[config.mk]
export PLATFORM = sky130hd
export DESIGN_NAME = uart_rx
export DESIGN_NICKNAME = d
export VERILOG_FILES = /design/src/rtl/uart_rx.sv
export SDC_FILE = /design/constraint.sdc
export NUM_CORES = 1
export LEC_CHECK = 0
export ABC_AREA = 1
export CAP_MARGIN = 10
export CORE_AREA = 2 2 70 72
export DETAILED_ROUTE_END_ITERATION = 8
export DIE_AREA = 0 0 72 74
export DONT_BUFFER_PORTS = 1
export SETUP_SLACK_MARGIN = 0.4
export SYNTH_ARGS = -nofsm -noshare
export SYNTH_HDL_FRONTEND = slang
export SYNTH_SLANG_ARGS = --single-unit
[constraint.sdc]
create_clock -name clk -period 3.9 [get_ports clk]
set_input_delay 1.17 -clock clk [delete_from_list [all_inputs] [get_ports clk]]
set_output_delay 1.17 -clock clk [all_outputs]
set_load 0.05 [all_outputs]
[src/rtl/uart_rx.sv]
// UART receiver: 2-flop synchronizer, mid-bit sampling, 8N1 framing.
// Define UART_RX_PARITY_EN to add an even-parity bit before the stop bit.
module uart_rx #(
    parameter int unsigned CLK_PER_BIT = 100
) (
    input  logic       clk,
    input  logic       rst,
    input  logic       serial,
    output logic [7:0] data,
    output logic       data_valid,
    output logic       frame_err
);

    localparam logic [15:0] HALF_M1 = 16'(CLK_PER_BIT / 2 - 1);
    localparam logic [15:0] FULL_M1 = 16'(CLK_PER_BIT - 1);

    typedef enum logic [2:0] {
        S_IDLE   = 3'd0,
        S_START  = 3'd1,
        S_DATA   = 3'd2,
`ifdef UART_RX_PARITY_EN
        S_PARITY = 3'd3,
`endif
        S_STOP   = 3'd4
    } state_t;

    logic        sync1_q;
    logic        sync2_q;
    logic        rx;
    state_t      state_q;
    state_t      state_d;
    logic [15:0] cnt_q;
    logic [15:0] cnt_d;
    logic [2:0]  idx_q;
    logic [2:0]  idx_d;
    logic [7:0]  shreg_q;
    logic [7:0]  shreg_d;
    logic [7:0]  data_q;
    logic [7:0]  data_d;
    logic        dv_q;
    logic        dv_d;
    logic        fe_q;
    logic        fe_d;
    logic        perr_q;
    logic        perr_d;
    logic        arm_q;
    logic        arm_d;
    logic        half_done;
    logic        bit_done;

    assign rx        = sync2_q;
    assign half_done = (cnt_q == HALF_M1);
    assign bit_done  = (cnt_q == FULL_M1);

    always_comb begin
        state_d = state_q;
        cnt_d   = cnt_q + 16'd1;
        idx_d   = idx_q;
        shreg_d = shreg_q;
        data_d  = data_q;
        dv_d    = 1'b0;
        fe_d    = 1'b0;
        perr_d  = perr_q;
        arm_d   = arm_q;
        unique case (state_q)
            S_IDLE: begin
                cnt_d  = 16'd0;
                idx_d  = 3'd0;
                perr_d = 1'b0;
                // a start is only accepted once the line has been seen high
                if (rx) begin
                    arm_d = 1'b1;
                end else if (arm_q) begin
                    state_d = S_START;
                end
            end
            S_START: begin
                if (half_done) begin
                    cnt_d   = 16'd0;
                    state_d = rx ? S_IDLE : S_DATA;
                end
            end
            S_DATA: begin
                if (bit_done) begin
                    cnt_d          = 16'd0;
                    shreg_d[idx_q] = rx;
                    idx_d          = idx_q + 3'd1;
                    if (idx_q == 3'd7) begin
`ifdef UART_RX_PARITY_EN
                        state_d = S_PARITY;
`else
                        state_d = S_STOP;
`endif
                    end
                end
            end
`ifdef UART_RX_PARITY_EN
            S_PARITY: begin
                if (bit_done) begin
                    cnt_d   = 16'd0;
                    perr_d  = rx ^ (^shreg_q);
                    state_d = S_STOP;
                end
            end
`endif
            S_STOP: begin
                // leave at mid-stop so a back-to-back start is not missed
                if (bit_done) begin
                    cnt_d   = 16'd0;
                    state_d = S_IDLE;
                    arm_d   = rx;
                    if (rx && !perr_q) begin
                        data_d = shreg_q;
                        dv_d   = 1'b1;
                    end else begin
                        fe_d = 1'b1;
                    end
                end
            end
            default: begin
                state_d = S_IDLE;
            end
        endcase
    end

    always_ff @(posedge clk or posedge rst) begin
        if (rst) begin
            sync1_q <= 1'b1;
            sync2_q <= 1'b1;
            state_q <= S_IDLE;
            cnt_q   <= 16'd0;
            idx_q   <= 3'd0;
            shreg_q <= 8'h00;
            data_q  <= 8'h00;
            dv_q    <= 1'b0;
            fe_q    <= 1'b0;
            perr_q  <= 1'b0;
            arm_q   <= 1'b0;
        end else begin
            sync1_q <= serial;
            sync2_q <= sync1_q;
            state_q <= state_d;
            cnt_q   <= cnt_d;
            idx_q   <= idx_d;
            shreg_q <= shreg_d;
            data_q  <= data_d;
            dv_q    <= dv_d;
            fe_q    <= fe_d;
            perr_q  <= perr_d;
            arm_q   <= arm_d;
        end
    end

    assign data       = data_q;
    assign data_valid = dv_q;
    assign frame_err  = fe_q;

endmodule
==> metrics, run 1 <==
Layout area overhead 6.91%; first-pass GRT wire length roughly 6900 microns; multiplexer share of the synthesized area 0%; H-tree Lvls 2; RePlAce Congestion 0.759; Hold Fails Final Rpt 0; vias per inst 4.98; post-synthesis compound-gate area fraction 7.42%; CTS tree built; Vert. Die Dim 74 microns; Setup TNS Final 0 ns; Mapped Nets 272; Clk network pwr share 29.9%; Final min period 2.11 ns; drt total wl roughly 3900 microns; Setup crit start kind register; DIE WIDTH approximately 70 microns; final hold slack 0.358 ns; pin count of the biggest net entering global routing 29; detailed-placement wirelength estimate 2970 microns; RSZ-0062 raised after global routing no; WP data arrival 0.94 ns; required time of the critical path 2.73 ns; Post-Synth Adder-Cell Area 2.27%; vias in the first global route roughly 1500; Ys Warns 0; peak fanout along the critical path 2; number of diodes 0; MaxCap Viol Count 0; core footprint roughly 4600 sq um; clk root buf clkbuf_8; Switching Fraction a little over a third; Setup CP Type register to primary output; Sw Pwr 405 uW; cells after synthesis 265; sequential share of power 43.8%; FP Rows 25; register area share after synthesis 48.8%; Peak Freq 475 MHz; Post-CTS Setup Bufs 0; clock skew 0.00800 ns; Pleak approximately 1.1 nW; initial antenna violation count 0; CP Capture Type primary output; Slew headroom 61.4%; Post-Synth XOR/XNOR Area 4.36%; final setup violation count 0; clk sink count 43; largest family of logic cells by synthesized area simple AND/OR/NAND/NOR gates; Worst-Skew Late Latency 0.30 ns; Avg Synthesized Cell Area ~8.3 sq um; Initial Util between 40 and 50%; #FFs+latches synth 43; crit share post-route 54.0%; Tightest Pin Transition 0.576 ns; share of cells above drive strength 1 14.1%; Die ar. 5330 sq um; synth unique cells 28; Total GRT Usage 16.9%; VDD IR max 0.290 mV; drt first-iter violations 75; part of the power in combinational logic around a quarter; # hold bufs at CTS 0; max-slew violation count 0; DRC errors left 0; P per Cell Area 491 nW/um^2; Port-buffer cells 0; Num CTS Buffers 5; clk slew on worst S/H paths 0.08 ns; Final ANT Viol Nets 0; post-cts sizing count 0; status finished, final reports clean; Simple-Gate Fraction of Synth Area 30.2%; I/O pin count 13; Syn Std Cell Area ~2200 sq um; vias 1612; DR WL/cell 12.2 microns; Clock Tree Buf Depth 2; GRT Residual Overflow 0; drt pass-1 iters 5; Int Power 755 uW; worst min-delay path category register to register; final net count between 200 and 300
[power by group through the flow]
| stage | clock network (mW) | registers (mW) | logic (mW) |
|---|---|---|---|
| 4_1_cts | 0.355 | 0.508 | 0.309 |
| 3_3_place_gp | 0 | 0.515 | 0.310 |
| 2_1_floorplan | 0 | 0.508 | 0.285 |
| 5_1_grt | 0.372 | 0.513 | 0.353 |
| 6_report | 0.347 | 0.508 | 0.304 |
| 3_5_place_dp | 0 | 0.518 | 0.308 |
[sequential cells by signal (all words and copies together), names as in the netlist]
| name | flops |
|---|---|
| arm_q | 1 |
| cnt_q | 16 |
| data | 8 |
| data_valid | 1 |
| frame_err | 1 |
| idx_q | 3 |
| rx | 1 |
| shreg_q | 8 |
| state_q | 3 |
| sync1_q | 1 |
[cells by family after synthesis]
group	Yosys count
xor+xnor	11
fa+ha+maj	4
simple gates	144
flops	43
compound gates	28
buf+inv	35
[layout by cell type (no fill, tap or decap), drive strengths merged]
cell,Yosys,layout
xnor2,4,4
nor2,45,45
a21oi,1,1
nor3,6,6
nand4,10,10
dfrtp,41,41
xor2,7,7
o211ai,1,1
o21ai,21,21
o21bai,3,3
ha,4,4
nor4,1,1
dfstp,2,2
nand2,69,69
nand3,13,13
clkbuf,1,5
bufinv,0,1
inv,27,26
buf,3,1
clkinv,4,7
a31oi,2,2
[synthesized netlist by cell type, drive strengths merged]
master / n / area share [%]
nand3: 13 / 2.9
buf: 3 / 1.4
nor3: 6 / 1.6
inv: 27 / 4.6
a21oi: 1 / 0.74
o21ai: 21 / 4.8
dfstp: 2 / 2.4
nor2: 45 / 10
clkinv: 4 / 0.74
o211ai: 1 / 0.34
xnor2: 4 / 1.6
clkbuf: 1 / 0.17
o21bai: 3 / 1.0
a31oi: 2 / 0.57
xor2: 7 / 2.8
nor4: 1 / 0.28
ha: 4 / 2.3
nand4: 10 / 2.8
dfrtp: 41 / 46
nand2: 69 / 13
[stage by stage]
| step | setup slack (ns) | instance area (sq um) | std cells | util, % | power (mW) |
|---|---|---|---|---|---|
| 3_3_place_gp | 2.04 | 2250 | 316 | 48.9 | 0.826 |
| 4_1_cts | 1.78 | 2360 | 324 | 51.3 | 1.17 |
| 2_1_floorplan | 1.73 | 2210 | 265 | - | 0.794 |
| 3_5_place_dp | 1.98 | 2250 | 316 | 48.9 | 0.826 |
| 5_1_grt | 1.76 | 2360 | 324 | 51.3 | 1.24 |
| 6_report | 1.79 | 2360 | 324 | 51.3 | 1.16 |
[metal layers]
metal / wire length [microns] / up-vias / GRT usage, %
met4: 74 / 0 / 6.92
met2: 1690 / 25 / 27.3
li1: - / 851 / -
met3: 146 / 7 / 4.07
met1: 2030 / 729 / 22.2
met5: 0 / - / 0
[cell type report]
cell class              count  area [sq um]
clock buffers               5          68.8
clock inverters             3          43.8
fillers                   443          2240
inverters                  31           118
multi-input cells         187           977
flip-flops and latches     43          1080
well taps                  54          67.6
repair buffers              1          7.51
[path summary, 6_finish.rpt]
path	from	endpoint	slack, ns	depth (start not counted)
min in group asynchronous	rst	cnt_q[2]	0.73	1
setup reg to reg	cnt_q[0]	cnt_q[5]	1.99	10
hold / removal	sync1_q	rx	0.36	0
setup / recovery	data[6]	data[6]	1.79	0
max in group asynchronous	rst	rx	2.41	2
hold reg to reg	sync1_q	rx	0.36	0
Power figures use the tool's default switching activity.
==> run 2, diff against run 1 <==
- clock period: 3.9 -> 2.1 ns (I/O delays scaled with it)
==> run 2 against run 1 <==
Sequential share of layout area decreased by 2.9 points. Clock power grew 90%. Critical path depth increased by 11. Non-clock buffer count rose by 6. Cell count up 2.2%. Cell area grew 7.0%.
==> metrics, run 2 (synthesized netlist as in run 1, its figures left out) <==
DIE WIDTH 72 microns (unchanged); final net count 283 (+2.5%); I/O pin count 13 (unchanged); initial antenna violation count 0 (unchanged); flip-flop count of the largest register after layout 16 (unchanged); Clock Tree Buf Depth 2 (unchanged); clk slew on worst S/H paths 0.08 ns (about the same); Final ANT Viol Nets 0 (unchanged); Worst-Skew Late Latency 0.29 ns (about the same); P per Cell Area 993 nW/um^2 (+100%); clock skew 0.00947 ns (+0.00147 ns); clk root buf clkbuf_8; core footprint 4600 sq um (unchanged); worst min-delay path category primary input to async pin; Peak Freq 607 MHz; Crit path depth 11 (+11); most frequent cells in the layout 60 x nand2_1, 40 x dfrtp_1, 27 x nor2_1; FF-to-FF setup slack 0.45 ns (-1.54 ns); RePlAce Congestion 0.810 (+6.7%); CP Capture Type register; vias 1707 (+5.9%); H-tree Lvls 2 (unchanged); share of cells above drive strength 1 20.2% (+6.1 points); crit share post-route 78.4%; largest stage delay on the critical path 0.43 ns; Port-buffer cells 0 (unchanged); required time of the critical path 2.28 ns (-0.45 ns); VDD IR max 0.644 mV (+120%); crit-path cells ha_4 > inv_2 > nor2_2 > nand2_2 > nor2_4 > nand2_2 > nand2_2 > nand2_2 > a21oi_4 > clkbuf_16 > nor2_2; RSZ-0062 raised after global routing yes; final setup violation count 0 (unchanged); MaxCap Viol Count 0 (unchanged); peak fanout along the critical path 6 (+4); WP data arrival 1.83 ns (+0.89 ns); Die ar. 5330 sq um (unchanged); Slew headroom 50.7% (-11 points); FP Rows 25 (unchanged); number of diodes 0 (unchanged); Crit-path slowest cell dfrtp_1; vias per inst 5.16 (+3.7%); status finished, final reports clean; GRT Residual Overflow 0 (unchanged); drt total wl 4270 microns (+8.3%); Worst R2R Path Depth 11 (+1); Pleak 1.20 nW (+5.6%); Setup crit start kind register; final core occ 54.9% (+3.6 points); pin count of the biggest net entering global routing 26 (-10%); vias in the first global route 1570 (+4.9%); # hold bufs at CTS 0 (unchanged); Num CTS Buffers 5 (unchanged); R2R Path End cnt_q[4]; fillers 427 (-3.6%); Setup TNS Final 0 ns (unchanged); CTS tree built; Final min period between 1.5 and 2 ns; placed insts 317 (+0.32%); Vert. Die Dim 74 microns (unchanged); Setup CP Type register to register; drt first-iter violations 126 (+68%); drt pass-1 iters 4 (-1); Buf/Inv on CP 2; detailed-placement wirelength estimate 3030 microns (+2.1%); Total GRT Usage 17.0% (+0.038 points); r2r startpoint cnt_q[1]; most common cell after layout, fill and taps aside nand2_1; Layout area overhead 14.4%; Hold Fails Final Rpt 0 (unchanged); critical path launch point cnt_q[1]; Crit path top cell by count nand2_2; Initial Util 48.0% (unchanged); crit path capture cnt_q[4]; max-slew violation count 0 (unchanged); CP top delay family simple AND/OR/NAND/NOR gates; DRC errors left 0 (unchanged); DR WL/cell 12.9 microns (+6.0%); clk sink count 43 (unchanged); first-pass GRT wire length 7040 microns (+2.2%); Cell Count, Final, Fillers Out 331 (+2.2%); largest register by flop count cnt_q; Tightest Pin Transition 0.736 ns (+0.159 ns)
run 2: changes by cell type in the layout (fill, tap and decap cells not counted), sizes merged:
cell    before  now
buf          1    6
clkinv       7    5
clkbuf       5    7
inv         26   27
nor2        45   46
run 2: worst min path at each step:
stage	endpoint	slack, ns	cells after the start
2_1_floorplan	rx	0.35	0
3_3_place_gp	rx	0.35	0
3_5_place_dp	rx	0.35	0
4_1_cts	cnt_q[5]	0.26	1
5_1_grt	cnt_q[5]	0.28	1
6_report	cnt_q[5]	0.25	1
run 2: routing by layer:
metal  part of all wire, %  vias to the layer above  track usage (%)
met1                    48                      804             22.9
met4                  0.45                        0             4.40
met3                   4.0                        2             4.61
li1                      -                      870                -
met5                     0                        -                0
met2                    47                       31             27.4
run 2: repair_timing:
item / CTS / global route
buffers inserted: 0 / 4
gates resized for setup: 3 / 30
pin swaps: 1 / 4
endpoints found under the setup margin: 24 / 33
gates cloned: 1 / 1
run 2: final cells by class:
class | count | area, sq um | area share [%]
well taps | 54 | 67.6 | 2.67
flip-flops and latches | 43 | 1080 | 42.7
clock inverters | 2 | 35.0 | 1.39
clock buffers | 6 | 82.6 | 3.27
inverters | 31 | 119 | 4.71
repair buffers | 7 | 98.8 | 3.91
multi-input cells | 188 | 1040 | 41.3
run 2: per-stage QoR:
step           cell area [sq um]  total power [mW]  hold slack [ns]  setup WS (ns)
3_5_place_dp                2270              1.56            0.349          0.360
2_1_floorplan               2210              1.47            0.345          0.471
3_3_place_gp                2270              1.56            0.346          0.380
4_1_cts                     2400              2.24            0.263          0.384
5_1_grt                     2530              2.66            0.277          0.350
6_report                    2530              2.51            0.251          0.453
run 2: power breakdown:
part / internal (mW) / total (mW) / switching [mW]
sequential: 0.887 / 0.961 / 0.0737
combinational: 0.373 / 0.889 / 0.515
clock: 0.385 / 0.659 / 0.274
==> run 3, diff against run 2 <==
- PLACE_DENSITY: unset -> 0.66
- clock period: 2.1 -> 1.3 ns (I/O delays scaled with it)
==> run 3 against run 2 <==
The run now ends with negative hold slack, negative setup slack left. Wire length increased by 14%. Sequential share of layout area fell by 6.7 points. Sequential power rose by 58%. Highest routed layer unchanged.
==> metrics, run 3 (synthesized netlist as in run 1, its figures left out) <==
status finished, violations left; failing checks negative hold slack, negative setup slack; VDD IR max 1.07 mV (+66%); Final ANT Viol Nets 0 (unchanged); Int Power 2.65 mW (+61%); Worst-Skew Late Latency 0.30 ns (about the same); crit share post-route 126% (+48 points); Setup TNS Final -9.75 ns (-9.75 ns); I/O pin count 13 (unchanged); CTS tree built; initial antenna violation count 0 (unchanged); core footprint 4600 sq um (unchanged); P per Cell Area 1390 nW/um^2 (+40%); DIE WIDTH 72 microns (unchanged); sequential share of power 36.2% (-2.1 points); most frequent cells in the layout 53 x nand2_1, 42 x buf_4, 31 x dfrtp_1; max-slew violation count 0 (unchanged); Total GRT Usage 19.0% (+2.0 points); Switching Fraction 36.9% (+2.5 points); vias 1872 (+9.7%); MaxCap Viol Count 0 (unchanged); clk slew on worst S/H paths 0.09 ns (about the same); RSZ-0062 raised after global routing yes; Sw Pwr 1.55 mW (+80%); Initial Util 48.0% (unchanged); clk sink count 43 (unchanged); GRT Residual Overflow 0 (unchanged); Peak Freq 609 MHz (+0.25%); Clk network pwr share 20.7% (-5.6 points); Die ar. 5330 sq um (unchanged); largest register by flop count cnt_q; drt total wl 4870 microns (+14%); drt pass-1 iters 4 (unchanged); final setup violation count 41 (+41); Layout area overhead 37.0%; Tightest Pin Transition 0.324 ns (-0.412 ns); drt first-iter violations 88 (-30%); DR WL/cell 13.0 microns (+0.78%); worst setup margin -0.343 ns (-0.796 ns); Pleak 1.48 nW (+23%); vias in the first global route 1763 (+12%); first-pass GRT wire length 7790 microns (+11%); clock skew 0.00619 ns (-0.00328 ns); detailed-placement wirelength estimate 3410 microns (+12%); Port-buffer cells 0 (unchanged); Final min period 1.64 ns (-0.00410 ns); FP Rows 25 (unchanged); Slew headroom 78.4% (+28 points); required time of the critical path 1.49 ns (-0.79 ns); fillers 358 (-16%); Setup CP Type register to register; share of cells above drive strength 1 42.1% (+22 points); DRC errors left 0 (unchanged); Clock Tree Buf Depth 2 (unchanged); post-place setup slack -0.322 ns (-0.682 ns); Setup crit start kind register; most common cell after layout, fill and taps aside nand2_1; Num CTS Buffers 5 (unchanged); number of diodes 0 (unchanged); part of the power in combinational logic 43.1% (+7.7 points); worst min-delay path category primary input to async pin; clk root buf clkbuf_8; pin count of the biggest net entering global routing 16 (-38%); peak fanout along the critical path 6 (unchanged); RePlAce Congestion 0.824 (+1.8%); final net count 327 (+16%); Vert. Die Dim 74 microns (unchanged); H-tree Lvls 2 (unchanged); final hold slack -0.0911 ns (-0.342 ns); vias per inst 4.99 (-3.2%); flip-flop count of the largest register after layout 16 (unchanged); CP Capture Type register; WP data arrival 1.84 ns (about the same); Hold Fails Final Rpt 10 (+10)
==> run 3: cell types whose count changed in the layout (fill, tap and decap cells not counted), sizes merged <==
cell / before / now
clkinv: 5 / 6
clkbuf: 7 / 6
inv: 27 / 26
buf: 6 / 50
clkinvlp: 0 / 2
bufinv: 1 / 0
==> run 3: final timing paths <==
| kind | start | endpoint | slack, ns | cells after the start |
|---|---|---|---|---|
| max in group asynchronous | rst | rx | 0.90 | 2 |
| worst min-delay path | rst | shreg_q[1] | -0.09 | 1 |
| worst max register to register | cnt_q[3] | cnt_q[4] | -0.34 | 9 |
| worst min register to register | sync1_q | rx | 0.36 | 0 |
| worst max-delay path | cnt_q[3] | cnt_q[4] | -0.34 | 9 |
| min in group clk | serial | sync1_q | 0.08 | 0 |
==> run 3: per-layer routing <==
metal	GRT usage, %	vias to the layer above	wire length (microns)
met5	0	-	0
met4	6.71	0	89
met3	4.34	11	150
met2	30.6	26	2350
met1	25.5	879	2290
li1	-	956	-
==> run 3: repair_timing <==
action,CTS,global route
resized for setup,31,41
gates cloned,1,1
setup buffers,3,4
endpoints found under the setup margin,51,51
endpoints found under the hold margin,10,10
pin swaps,12,10
==> run 3: power by group through the flow <==
stage,clock network (mW),registers (mW),logic (mW)
CTS,0.892,1.52,1.50
floorplan,0,1.54,0.865
finish,0.869,1.52,1.81
detailed placement,0,1.55,1.39
global placement,0,1.54,1.36
global route,0.933,1.53,1.98
==> run 3: area by class of cell <==
class / instances / area, sq um / area share (%)
multi-input combinational: 188 / 1190 / 39.4
sequential: 43 / 1090 / 36.1
timing repair buffer: 51 / 448 / 14.8
inverter: 31 / 133 / 4.38
clock buffer: 5 / 68.8 / 2.27
tap: 54 / 67.6 / 2.23
clock inverter: 3 / 25.0 / 0.827
==> run 3: per-stage QoR <==
stage | instance area, sq um | total power, mW | std cells | utilization [%]
floorplan | 2250 | 2.40 | 265 | -
global placement | 2640 | 2.90 | 358 | 57.3
detailed placement | 2640 | 2.93 | 358 | 57.3
CTS | 2840 | 3.91 | 370 | 61.8
global route | 3030 | 4.45 | 375 | 65.8
finish | 3030 | 4.20 | 375 | 65.8
==> run 3: critical path, stage by stage, from the launching register on <==
cell	delay, ns
dfrtp_1	0.40
nor2_2	0.24
nand2_2	0.11
nor2_4	0.16
nand2_4	0.07
nand2_2	0.09
nand2_4	0.06
a21oi_4	0.17
clkbuf_16	0.19
nor2_2	0.03
